### src/rtl/guessing_game_n.sv
// guessing_game_n: LFSR-seeded number guessing game with synchronised submit key, hi/lo feedback, try budget and saturating win count
module guessing_game_n #(
  parameter int          WIDTH     = 3,
  parameter int          MAX_TRIES = 4,
  parameter int          SCORE_W   = 4,
  parameter logic [15:0] LFSR_SEED = 16'hACE1
) (
  input  logic                             clk,
  input  logic                             reset_n,
  input  logic [WIDTH-1:0]                 guess,
  input  logic                             submit_n,
  input  logic                             new_game,
  output logic                             hi,
  output logic                             lo,
  output logic                             correct,
  output logic                             lose,
  output logic                             playing,
  output logic [$clog2(MAX_TRIES+1)-1:0]   tries_left,
  output logic [SCORE_W-1:0]               wins,
  output logic [WIDTH-1:0]                 secret_o
);
  localparam int TW = $clog2(MAX_TRIES+1);
  typedef enum logic [1:0] {IDLE, PLAY, WIN, LOSE} state_t;
  state_t      state;
  logic [15:0] lfsr;
  logic        s1, s2, s3;
  logic        press;
  // falling edge of the synchronised key: one event per press however long it is held
  assign press = ~s2 & s3;
  always_ff @(posedge clk or negedge reset_n)
    if (!reset_n) begin
      state      <= IDLE;
      lfsr       <= LFSR_SEED;
      {s3, s2, s1} <= 3'b111;
      hi         <= 1'b0;
      lo         <= 1'b0;
      correct    <= 1'b0;
      lose       <= 1'b0;
      playing    <= 1'b0;
      tries_left <= '0;
      wins       <= '0;
      secret_o   <= '0;
    end else begin
      lfsr         <= {lfsr[14:0], lfsr[15] ^ lfsr[14] ^ lfsr[12] ^ lfsr[3]};
      {s3, s2, s1} <= {s2, s1, submit_n};
      if (new_game) begin
        state      <= PLAY;
        secret_o   <= lfsr[WIDTH-1:0];
        tries_left <= TW'(MAX_TRIES);
        hi         <= 1'b0;
        lo         <= 1'b0;
        correct    <= 1'b0;
        lose       <= 1'b0;
        playing    <= 1'b1;
      end else if (press && state == PLAY) begin
        if (guess == secret_o) begin
          state   <= WIN;
          hi      <= 1'b0;
          lo      <= 1'b0;
          correct <= 1'b1;
          playing <= 1'b0;
          wins    <= (wins == '1) ? wins : wins + SCORE_W'(1);
        end else begin
          hi         <= guess > secret_o;
          lo         <= guess < secret_o;
          tries_left <= tries_left - TW'(1);
          if (tries_left == TW'(1)) begin
            state   <= LOSE;
            lose    <= 1'b1;
            playing <= 1'b0;
          end
        end
      end
    end
endmodule

### config.mk
export PLATFORM = sky130hd
export DESIGN_NAME = guessing_game_n
export DESIGN_NICKNAME = d
export VERILOG_FILES = /design/src/rtl/guessing_game_n.sv
export SDC_FILE = /design/constraint.sdc
export NUM_CORES = 1
export LEC_CHECK = 0
export CAP_MARGIN = 15
export CORE_MARGIN = 1.5
export CORE_UTILIZATION = 40
export CTS_CLUSTER_SIZE = 8
export DETAILED_ROUTE_END_ITERATION = 7
export DONT_BUFFER_PORTS = 1
export SYNTH_ARGS = -nofsm -noshare
export SYNTH_HDL_FRONTEND = slang
export SYNTH_SLANG_ARGS = --single-unit
### constraint.sdc
create_clock -name clk -period 1.8 [get_ports clk]
set_clock_uncertainty 0.1 [all_clocks]
set_input_delay 0.36 -clock clk [delete_from_list [all_inputs] [get_ports clk]]
set_output_delay 0.36 -clock clk [all_outputs]
set_load 0.01 [all_outputs]
==> results of run 1 <==
==> flip-flops by register name (all words and copies together) (netlist names) <==
register,flops
lo,1
hi,1
secret_o,3
lose,1
s2,1
lfsr,16
tries_left,3
s3,1
wins,4
s1,1
state,2
playing,1
correct,1
==> repair_timing <==
| action | 4_1_cts | 5_1_grt |
|---|---|---|
| hold buffers | 5 | 1 |
| setup endpoints to repair | 0 | 6 |
| resized for setup | 0 | 10 |
| setup buffers | 0 | 0 |
| hold endpoints to repair | 45 | 2 |
==> routing by layer <==
| metal | track usage, % | vias to the layer above | part of all wire, % |
|---|---|---|---|
| met2 | 20.2 | 25 | 45 |
| met3 | 7.68 | 4 | 7.5 |
| li1 | - | 366 | - |
| met1 | 18.6 | 386 | 46 |
| met5 | 0 | - | 0 |
| met4 | 7.45 | 0 | 1.9 |
==> logic make-up after synthesis <==
logic type	Yosys count
multiplexers	4
flip-flops	36
AND/OR/NAND/NOR	20
buffers and inverters	9
AO/OA/AOI/OAI	17
adder cells (fa/ha/maj)	6
XOR/XNOR	5
==> power breakdown <==
part	switching, mW	internal [mW]
combinational	0.0598	0.0670
sequential	0.0487	0.843
clock	0.261	0.191
==> stage by stage <==
stage | instance area (µm²) | hold slack [ns] | std cells
final | 1630 | 0.0420 | 160
after global routing | 1630 | 0.0222 | 160
after floorplan | 1340 | -0.0356 | 97
after global placement | 1440 | -0.0346 | 146
after detailed placement | 1440 | -0.0346 | 146
after CTS | 1560 | 0.00179 | 159
==> area by class of cell <==
class / count / share of cell area, %
Inverter: 7 / 1.62
Clock buffer: 7 / 3.38
Tap cell: 44 / 3.38
Timing Repair Buffer: 13 / 7.77
Sequential cell: 36 / 56.2
Clock inverter: 1 / 0.462
Multi-Input combinational cell: 52 / 27.2
==> path summary, 6_finish.rpt <==
check	startpoint	endpoint	slack, ns
worst max-delay path	secret_o[0]$_DFFE_PN0P_	wins[1]$_DFFE_PN0P_	-0.02
min in group asynchronous	reset_n	secret_o[0]$_DFFE_PN0P_	0.36
worst min register to register	lfsr[8]$_DFF_PN0_	lfsr[9]$_DFF_PN0_	0.26
max in group asynchronous	reset_n	s2$_DFF_PN1_	0.99
worst max register to register	secret_o[0]$_DFFE_PN0P_	wins[1]$_DFFE_PN0P_	-0.02
worst min-delay path	new_game	secret_o[1]$_DFFE_PN0P_	0.04
==> Yosys cell counts, types with 2 or more instances <==
master and n:
a21o_1 2, nor2_1 7, o21ai_0 4, dfrtp_1 25, xnor2_1 4, ha_1 6, a21oi_1 6, dfstp_2 11
mux2_2 2, nor2b_1 2, clkbuf_1 2, inv_1 7, nand2_1 5
==> key figures, run 1 <==
Run status
  • Status: finished with violations
  • Failing checks: setup timing

Floorplanning
  • Initial Util: 42.7%
  • Std cell rows: 20
  • Die height: 60.5 µm
  • Overall die area: 0.00366 mm²
  • Core area: 0.00310 mm²
  • Ports: 22
  • Die Wd: 60.5 µm

Critical path
  • CP startpoint kind: flop
  • Critical path buffers and inverters: 0
  • CP endpoint kind: flop
  • Crit path max-delay cell type: dfrtp_1
  • Critical-path cell list: ha_4 > and3_4 > nand2_4 > a311o_1 > mux2_4
  • Crit path DAT: 1.95 ns
  • Crit Path Max Fanout: 3
  • Kind of cell adding the most delay to the critical path: flip-flops
  • CP peak stage delay: 0.43 ns
  • Setup CP Type: reg2reg
  • Worst path required time: 1.93 ns
  • Levels on crit path: 5
  • R2R depth: 5

Clock network
  • Reg clk slew, reported paths: 0.11 ns
  • # H-tree levels: 2
  • Clock Path Buffers: 2
  • CTS tree: yes
  • Worst-skew pair later-pin latency: 0.34 ns
  • Clock tree sinks: 36
  • Total CTS buffers: 5
  • Clock root buffer: clkbuf_4

Routing
  • Routed Antenna Nets: 0
  • Via Count: 781
  • WL/cell: 14.0 µm
  • First-pass detailed-route iteration total: 4
  • DRC violations left: 0
  • Post-DR vias/cell: 4.88
  • Total Wirelength: 2250 µm
  • Initial drt markers: 21

Cells and area
  • Syn-to-layout area delta: 22.9%
  • Multi-input gate area: 442 µm²
  • Commonest non-fill, non-tap cell in the layout: dfrtp_1
  • Final core utilization: 52.4%
  • N_diodes: 0
  • Fin nets: 128
  • Layout cell share with drive strength beyond 1: 33.6%
  • Fillers: 301
  • Most frequent cells in the layout: dfrtp_1 (25), dfstp_2 (11), nor2_1 (6), a21oi_1 (6), buf_4 (6)
  • Register area: 915 µm²

Yosys
  • Compound-Gate Fraction of Synth Area: 7.94%
  • Synth warnings: 0
  • Syn nets: 110
  • Async set-reset flop share out of synthesis: 100%
  • Mapped cell area: 0.00132 mm²
  • Flops & latches, synth: 36
  • Main combinational cell family by area after synthesis: simple AND/OR/NAND/NOR gates
  • Number of flops mapped to enable cells by yosys: 0
  • Sequential fraction of the synthesis area: 69.1%
  • Fraction of synthesized area in multiplexers: 3.31%
  • Adder-cell share of the synthesized area: 5.67%
  • Xor/xnor share of the synthesized area: 3.31%
  • Post-synthesis cell type count: 27
  • Top cell type's share of synthesized area: 47.3%
  • Cell taking the most area after synthesis: dfrtp_1
  • Post-Syn Instances: 97
  • Synth Flop Type: dfrtp_1
  • Average size of a mapped cell: 13.6 µm²
  • Most area-consuming cells after synthesis: dfrtp_1 (47%), dfstp_2 (22%), ha_1 (5.7%)
  • Simple-gate share of the synthesized area: 8.13%

STA
  • Tcrit/Tclk final: 101%
  • RSZ-0062 raised after global routing: yes
  • Achievable frequency: 0.551 GHz
  • Minimum clock period: 1.82 ns
  • Final Setup Violations: 1
  • Setup_tns: -0.0156 ns
  • Slew @ Worst Pin: 0.328 ns
  • Final Hold Vio Count: 0
  • Final Worst Setup Slack: -0.0156 ns
  • Final Max Slew Viols: 0
  • Relative slew margins: 78.0%

Pwr
  • Power, Total: 1.47 mW
  • VDD IR max: 601 µV
  • Cell area power density: 905 mW/mm²
  • Standby leakage power: 0.719 nW

Worst hold path
  • Worst hold path type: in2reg
  • WHS Path Cells: 2

Global routing
  • GRT overflow: 0
  • Largest net degree at the start of global routing: 37
  • All-Layer GR Usage: 14.6%
  • Vias in the first global route: 795
  • Initial antenna violation count: 0
  • First-pass GRT wire length: 3640 µm

Placed design
  • RePlAce Congestion: 0.787
  • I/O Buffers: 0
  • Pre-CTS setup slack: 0.0388 ns
  • Hpwl dp: 1400 µm

Run
  • Max cap viols: 0
Note: power is estimated with default switching activity, not from simulation.
==> run 2: changes to the inputs <==
--- a/config.mk
+++ b/config.mk
@@ -6,6 +6,7 @@
 export NUM_CORES = 1
 export LEC_CHECK = 0
 export CAP_MARGIN = 15
+export CORE_ASPECT_RATIO = 2
 export CORE_MARGIN = 1.5
 export CORE_UTILIZATION = 40
 export CTS_CLUSTER_SIZE = 8
==> run 2 against run 1 <==
  * The flow now finishes without violations
  * Global-route usage increased by 0.35 points
  * Power increased by 17%
  * Clock power up 50%
  * Critical path type unchanged
  * Critical endpoint unchanged
  * Largest power group unchanged
  * Highest routed layer unchanged
==> key figures, run 2 (same netlist as run 1, synthesis figures left out) <==
STA
  • Hold slack final: 0.0294 ns (-0.0126 ns)
  • Minimum clock period: 1.79 ns (-0.0294 ns)
  • Tcrit/Tclk final: 99.2% (-1.6 points)
  • Relative slew margins: 82.4% (+4.4 points)
  • Slew @ Worst Pin: 0.261 ns (-0.0674 ns)
  • Final Hold Vio Count: 0 (unchanged)
  • Setup_tns: 0 ns (+0.0156 ns)
  • Final Max Slew Viols: 0 (unchanged)
  • Final Setup Violations: 0 (-1)
  • Achievable frequency: 0.560 GHz (+1.6%)
  • RSZ-0062 raised after global routing: yes

Cells and area
  • Post-Layout Cell Count: 145 (-9.4%)
  • Layout cell share with drive strength beyond 1: 32.5% (-1.2 points)
  • N_diodes: 0 (unchanged)
  • Most flop-heavy register: lfsr
  • Commonest non-fill, non-tap cell in the layout: dfrtp_1
  • Final core utilization: 51.0% (-1.4 points)
  • Fillers: 274 (-9.0%)
  • Syn-to-layout area delta: 21.5%
  • Fin nets: 126 (-1.6%)
  • Largest regs: lfsr x16, wins x4
  • Max reg flops: 16 (unchanged)
  • Most frequent cells in the layout: dfrtp_1 (25), dfstp_2 (11), buf_4 (8)

Clock network
  • Total CTS buffers: 5 (unchanged)
  • CTS tree: yes
  • # H-tree levels: 2 (unchanged)
  • Post CTS Setup Buffer Count: 0 (unchanged)
  • Clock root buffer: clkbuf_8
  • Clock tree sinks: 36 (unchanged)
  • Worst-skew pair later-pin latency: 0.28 ns (-0.06 ns)
  • Reg clk slew, reported paths: 0.07 ns (-0.04 ns)
  • Clock Path Buffers: 2 (unchanged)

Routing
  • DRC violations left: 0 (unchanged)
  • Initial drt markers: 6 (-71%)
  • First-pass detailed-route iteration total: 3 (-1)
  • Total Wirelength: 2260 µm (+0.71%)
  • Via Count: 750 (-4.0%)
  • Routed Antenna Nets: 0 (unchanged)
  • Post-DR vias/cell: 5.17 (+6.0%)
  • WL/cell: 15.6 µm (+11%)

Critical path
  • CP Launch Point: secret_o[2]$_DFFE_PN0P_
  • Crit path DAT: 1.85 ns (-0.10 ns)
  • CP endpoint kind: flop
  • CP peak stage delay: 0.36 ns (-0.07 ns)
  • Setup CP Type: reg2reg
  • Crit Path Max Fanout: 3 (unchanged)
  • Crit path max-delay cell type: dfrtp_1
  • Critical-path cell list: inv_2 > ha_4 > and3_4 > nand2_1 > a311o_1 > mux2_4
  • Worst R2R Start: secret_o[2]$_DFFE_PN0P_
  • CP startpoint kind: flop
  • Worst path required time: 1.87 ns (-0.06 ns)

Run status
  • Status: completed

Placed design
  • RePlAce Congestion: 0.721 (-8.4%)
  • Hpwl dp: 1600 µm (+14%)
  • I/O Buffers: 0 (unchanged)
  • Placed cell count: 134 (-8.2%)

Pwr
  • VDD IR max: 611 µV (+1.6%)
  • Standby leakage power: 0.731 nW (+1.7%)
  • Cell area power density: 1070 mW/mm² (+18%)

Global routing
  • First-pass GRT wire length: 4000 µm (+9.7%)
  • GRT overflow: 0 (unchanged)
  • Largest net degree at the start of global routing: 37 (unchanged)
  • Most used routing layer: met2
  • Vias in the first global route: 853 (+7.3%)
  • GR Util met1: 16.8% (-1.9 points)
  • M2 GR Usage: 23.8% (+3.6 points)
  • All-Layer GR Usage: 14.9% (+0.35 points)
  • Initial antenna violation count: 0 (unchanged)
  • Met3 Use GR: 5.16% (-2.5 points)

Worst hold path
  • Hold_sp: new_game
  • Worst hold path type: in2reg

Floorplanning
  • Overall die area: 0.00368 mm² (+0.58%)
  • Die Wd: 43.7 µm (-28%)
  • Die height: 84.4 µm (+39%)
  • Initial Util: 41.9% (-0.73 points)
  • Core area: 0.00316 mm² (+1.7%)
  • Std cell rows: 29 (+45%)
  • Ports: 22 (unchanged)

Run
  • Max cap viols: 0 (unchanged)
-- run 2: timing repair --
item / in CTS / in global routing
gates resized for setup: 3 / 2
hold endpoints to repair: 37 / 0
cloned: 0 / 0
endpoints found under the setup margin: 1 / 4
hold buffers: 3 / 0
-- run 2: routing by layer --
layer	share of wire (%)	up-vias
met4	2.6	0
met1	39	368
li1	-	357
met5	0	-
met3	4.8	6
met2	53	19
-- run 2: worst paths after layout --
kind / endpoint / slack (ns) / depth (start not counted)
max in group asynchronous: s2$_DFF_PN1_ / 0.91 / 2
min in group asynchronous: secret_o[1]$_DFFE_PN0P_ / 0.43 / 2
setup reg to reg: wins[1]$_DFFE_PN0P_ / 0.01 / 6
setup / recovery: wins[1]$_DFFE_PN0P_ / 0.01 / 6
hold / removal: lo$_DFFE_PN0P_ / 0.03 / 1
hold reg to reg: s2$_DFF_PN1_ / 0.26 / 0
-- run 2: stage by stage --
stage / power [mW] / worst slack [ns] / cell area [µm²]
after detailed placement: 1.01 / 0.0145 / 1430
after CTS: 1.74 / 0.00464 / 1600
after floorplan: 0.967 / 0.00741 / 1340
after global placement: 1.01 / 0.0611 / 1430
final: 1.72 / 0.0139 / 1610
after global routing: 1.81 / -0.0386 / 1610
-- run 2: worst max-delay path, delay by kind of cell (launching register included) --
family                     cells  cell delay [ns]
DFF                            1             0.36
AOI/OAI and AO/OA              1             0.31
muxes                          1             0.31
adders and majority gates      1             0.27
and+or+nand+nor                2             0.26
buffers and inverters          1             0.06
-- run 2: layout make-up --
cell class              instances  area [µm²]  area share (%)
clock inverters                 2        35.0            2.18
flip-flops and latches         36         915            56.8
inverters                       7        26.3            1.63
multi-input cells              52         422            26.2
repair buffers                 11         100            6.22
clock buffers                   6        72.6            4.51
well taps                      31        38.8            2.41
-- run 2: report_power, final --
part	internal (mW)	total [mW]	switching (mW)
clock	0.411	0.680	0.270
combinational	0.0800	0.157	0.0768
sequential	0.844	0.881	0.0369
total	1.33	1.72	0.383
==> run 3: changes to the inputs <==
--- a/config.mk
+++ b/config.mk
@@ -6,12 +6,14 @@
 export NUM_CORES = 1
 export LEC_CHECK = 0
 export CAP_MARGIN = 15
-export CORE_ASPECT_RATIO = 2
 export CORE_MARGIN = 1.5
-export CORE_UTILIZATION = 40
+export CORE_UTILIZATION = 54
 export CTS_CLUSTER_SIZE = 8
 export DETAILED_ROUTE_END_ITERATION = 7
 export DONT_BUFFER_PORTS = 1
+export HOLD_SLACK_MARGIN = 0.03
+export PLACE_DENSITY = 0.72
+export SLEW_MARGIN = 20
 export SYNTH_ARGS = -nofsm -noshare
 export SYNTH_HDL_FRONTEND = slang
 export SYNTH_SLANG_ARGS = --single-unit
==> run 3 against run 2 <==
  * The run now ends with setup timing left
  * Routed wire length rose by 7.3%
  * Flip-flop and latch count did not move
  * Fmax fell by 0.91%
  * Global-route usage rose by 6.8 points
  * Non-clock buffer count rose by 5
==> key figures, run 3 (same netlist as run 1, synthesis figures left out) <==
Placed design
  • RePlAce Congestion: 0.777 (+7.7%)
  • Hpwl dp: 1440 µm (-10%)
  • I/O Buffers: 0 (unchanged)
  • Placed cell count: 129 (-3.7%)

STA
  • Tcrit/Tclk final: 100% (+0.92 points)
  • Final Worst Setup Slack: -0.00262 ns (-0.0165 ns)
  • RSZ-0062 raised after global routing: yes
  • Final Setup Violations: 1 (+1)
  • Relative slew margins: 73.8% (-8.6 points)
  • Final Max Slew Viols: 0 (unchanged)
  • Final Hold Vio Count: 0 (unchanged)
  • Minimum clock period: 1.80 ns (+0.0165 ns)
  • Achievable frequency: 0.555 GHz (-0.91%)
  • Slew @ Worst Pin: 0.391 ns (+0.130 ns)

Clock network
  • Clock root buffer: clkbuf_4
  • # H-tree levels: 2 (unchanged)
  • Worst-skew pair later-pin latency: 0.33 ns (+0.05 ns)
  • Clock tree sinks: 36 (unchanged)
  • Total CTS buffers: 5 (unchanged)
  • Clock Path Buffers: 2 (unchanged)
  • Reg clk slew, reported paths: 0.11 ns (+0.04 ns)
  • CTS tree: yes

Critical path
  • R2R depth: 6 (unchanged)
  • Worst R2R Start: secret_o[1]$_DFFE_PN0P_
  • Crit path DAT: 1.92 ns (+0.07 ns)
  • Crit Path Max Fanout: 2 (-1)
  • CP startpoint kind: flop
  • Critical-path cell list: inv_2 > ha_4 > and3_4 > nand2_2 > a311o_1 > mux2_4
  • CP peak stage delay: 0.40 ns (+0.04 ns)
  • R2R Setup Slk: -0.003 ns (-0.02 ns)
  • CP endpoint kind: flop
  • Worst path required time: 1.92 ns (+0.05 ns)
  • R2r endpoint: wins[1]$_DFFE_PN0P_
  • Crit path max-delay cell type: dfrtp_1
  • Kind of cell adding the most delay to the critical path: flip-flops
  • Setup CP Type: reg2reg
  • Critical path buffers and inverters: 1 (unchanged)

Global routing
  • First-pass GRT wire length: 3950 µm (-1.1%)
  • All-Layer GR Usage: 21.7% (+6.8 points)
  • GRT overflow: 0 (unchanged)
  • Initial antenna violation count: 0 (unchanged)
  • Largest net degree at the start of global routing: 37 (unchanged)
  • Vias in the first global route: 832 (-2.5%)

Run status
  • Failing checks: setup timing
  • Status: finished with violations

Worst hold path
  • Hold EP: secret_o[2]$_DFFE_PN0P_
  • WHS Path Cells: 2 (+1)
  • Worst hold path type: in2reg
  • Hold_sp: new_game

Cells and area
  • Syn-to-layout area delta: 23.2%
  • Post-Layout Cell Count: 147 (+1.4%)
  • Largest regs: lfsr x16, wins x4
  • Commonest non-fill, non-tap cell in the layout: dfrtp_1
  • N_diodes: 0 (unchanged)
  • Layout cell share with drive strength beyond 1: 34.5% (+2.0 points)
  • Fillers: 159 (-42%)
  • Max reg flops: 16 (unchanged)
  • Most flop-heavy register: lfsr
  • Most frequent cells in the layout: dfrtp_1 (25), dfstp_2 (11), buf_4 (9)
  • Fin nets: 131 (+4.0%)

Pwr
  • VDD IR max: 704 µV (+15%)
  • Standby leakage power: 0.742 nW (+1.5%)
  • Cell area power density: 965 mW/mm² (-9.6%)
  • Power, Total: 1.57 mW (-8.4%)

Routing
  • Routed Antenna Nets: 0 (unchanged)
  • Initial drt markers: 4 (-2)
  • Post-DR vias/cell: 5.38 (+4.0%)
  • Total Wirelength: 2430 µm (+7.3%)
  • First-pass detailed-route iteration total: 4 (+1)
  • DRC violations left: 0 (unchanged)
  • WL/cell: 16.5 µm (+5.9%)
  • Via Count: 791 (+5.5%)

Floorplanning
  • Initial Util: 58.7% (+17 points)
  • Die Wd: 52.5 µm (+20%)
  • Die height: 52.5 µm (-38%)
  • Std cell rows: 17 (-41%)
  • Core area: 0.00225 mm² (-29%)
  • Ports: 22 (unchanged)
  • Overall die area: 0.00276 mm² (-25%)

Run
  • Max cap viols: 0 (unchanged)
==> run 3: metrics by stage <==
stage / utilization, % / instance area (µm²) / hold WS, ns / setup slack [ns] / setup TNS, ns
finish: 72.3 / 1630 / 0.0594 / -0.00262 / -0.00262
detailed placement: 62.7 / 1410 / -0.0349 / -0.0149 / -0.0149
CTS: 70.5 / 1590 / 0.0396 / -0.0324 / -0.0324
global route: 72.3 / 1630 / 0.0379 / -0.0636 / -0.189
floorplan: - / 1340 / -0.0356 / 0.00741 / 0
global placement: 62.7 / 1410 / -0.0349 / 0.0233 / 0
==> run 3: per-layer routing <==
layer,up-vias,GRT usage (%),share of wire (%)
met4,0,12.8,2.2
met5,-,0,0
li1,372,-,-
met1,393,25.5,42
met3,5,7.71,5.6
met2,21,34.2,50
==> run 3: layout make-up <==
type,count,area (µm²),share of cell area (%)
flip-flops and latches,36,915,56.1
multi-input cells,52,428,26.2
repair buffers,16,150,9.21
clock buffers,6,41.3,2.53
clock inverters,2,35.0,2.15
well taps,28,35.0,2.15
inverters,7,26.3,1.61
==> run 3: worst max-delay path by stage <==
stage | startpoint | end | cells after the start
floorplan | secret_o[2]$_DFFE_PN0P_ | wins[1]$_DFFE_PN0P_ | 6
global placement | secret_o[1]$_DFFE_PN0P_ | wins[1]$_DFFE_PN0P_ | 6
detailed placement | secret_o[1]$_DFFE_PN0P_ | wins[1]$_DFFE_PN0P_ | 6
CTS | secret_o[1]$_DFFE_PN0P_ | wins[1]$_DFFE_PN0P_ | 6
global route | secret_o[1]$_DFFE_PN0P_ | wins[3]$_DFFE_PN0P_ | 8
finish | secret_o[1]$_DFFE_PN0P_ | wins[1]$_DFFE_PN0P_ | 6
==> run 3: worst register-to-register path: stages, from the launching register on <==
cell and delay [ns]:
dfrtp_1 0.40, inv_2 0.06, ha_4 0.27, and3_4 0.19, nand2_2 0.06, a311o_1 0.31, mux2_4 0.31
==> run 3: timing repair <==
item | in CTS | in global routing
endpoints found under the setup margin | 1 | 7
pin swaps | 3 | 3
buffers inserted | 2 | 3
hold buffers | 5 | 0
resized for setup | 5 | 4
endpoints found under the hold margin | 47 | 0
==> run 3: report_power, final <==
part	leakage [nW]	internal [mW]	total, mW	switching [mW]
clock	0.0422	0.291	0.548	0.257
sequential	0.439	0.843	0.894	0.0509
combinational	0.260	0.0684	0.131	0.0629
total	0.742	1.20	1.57	0.371
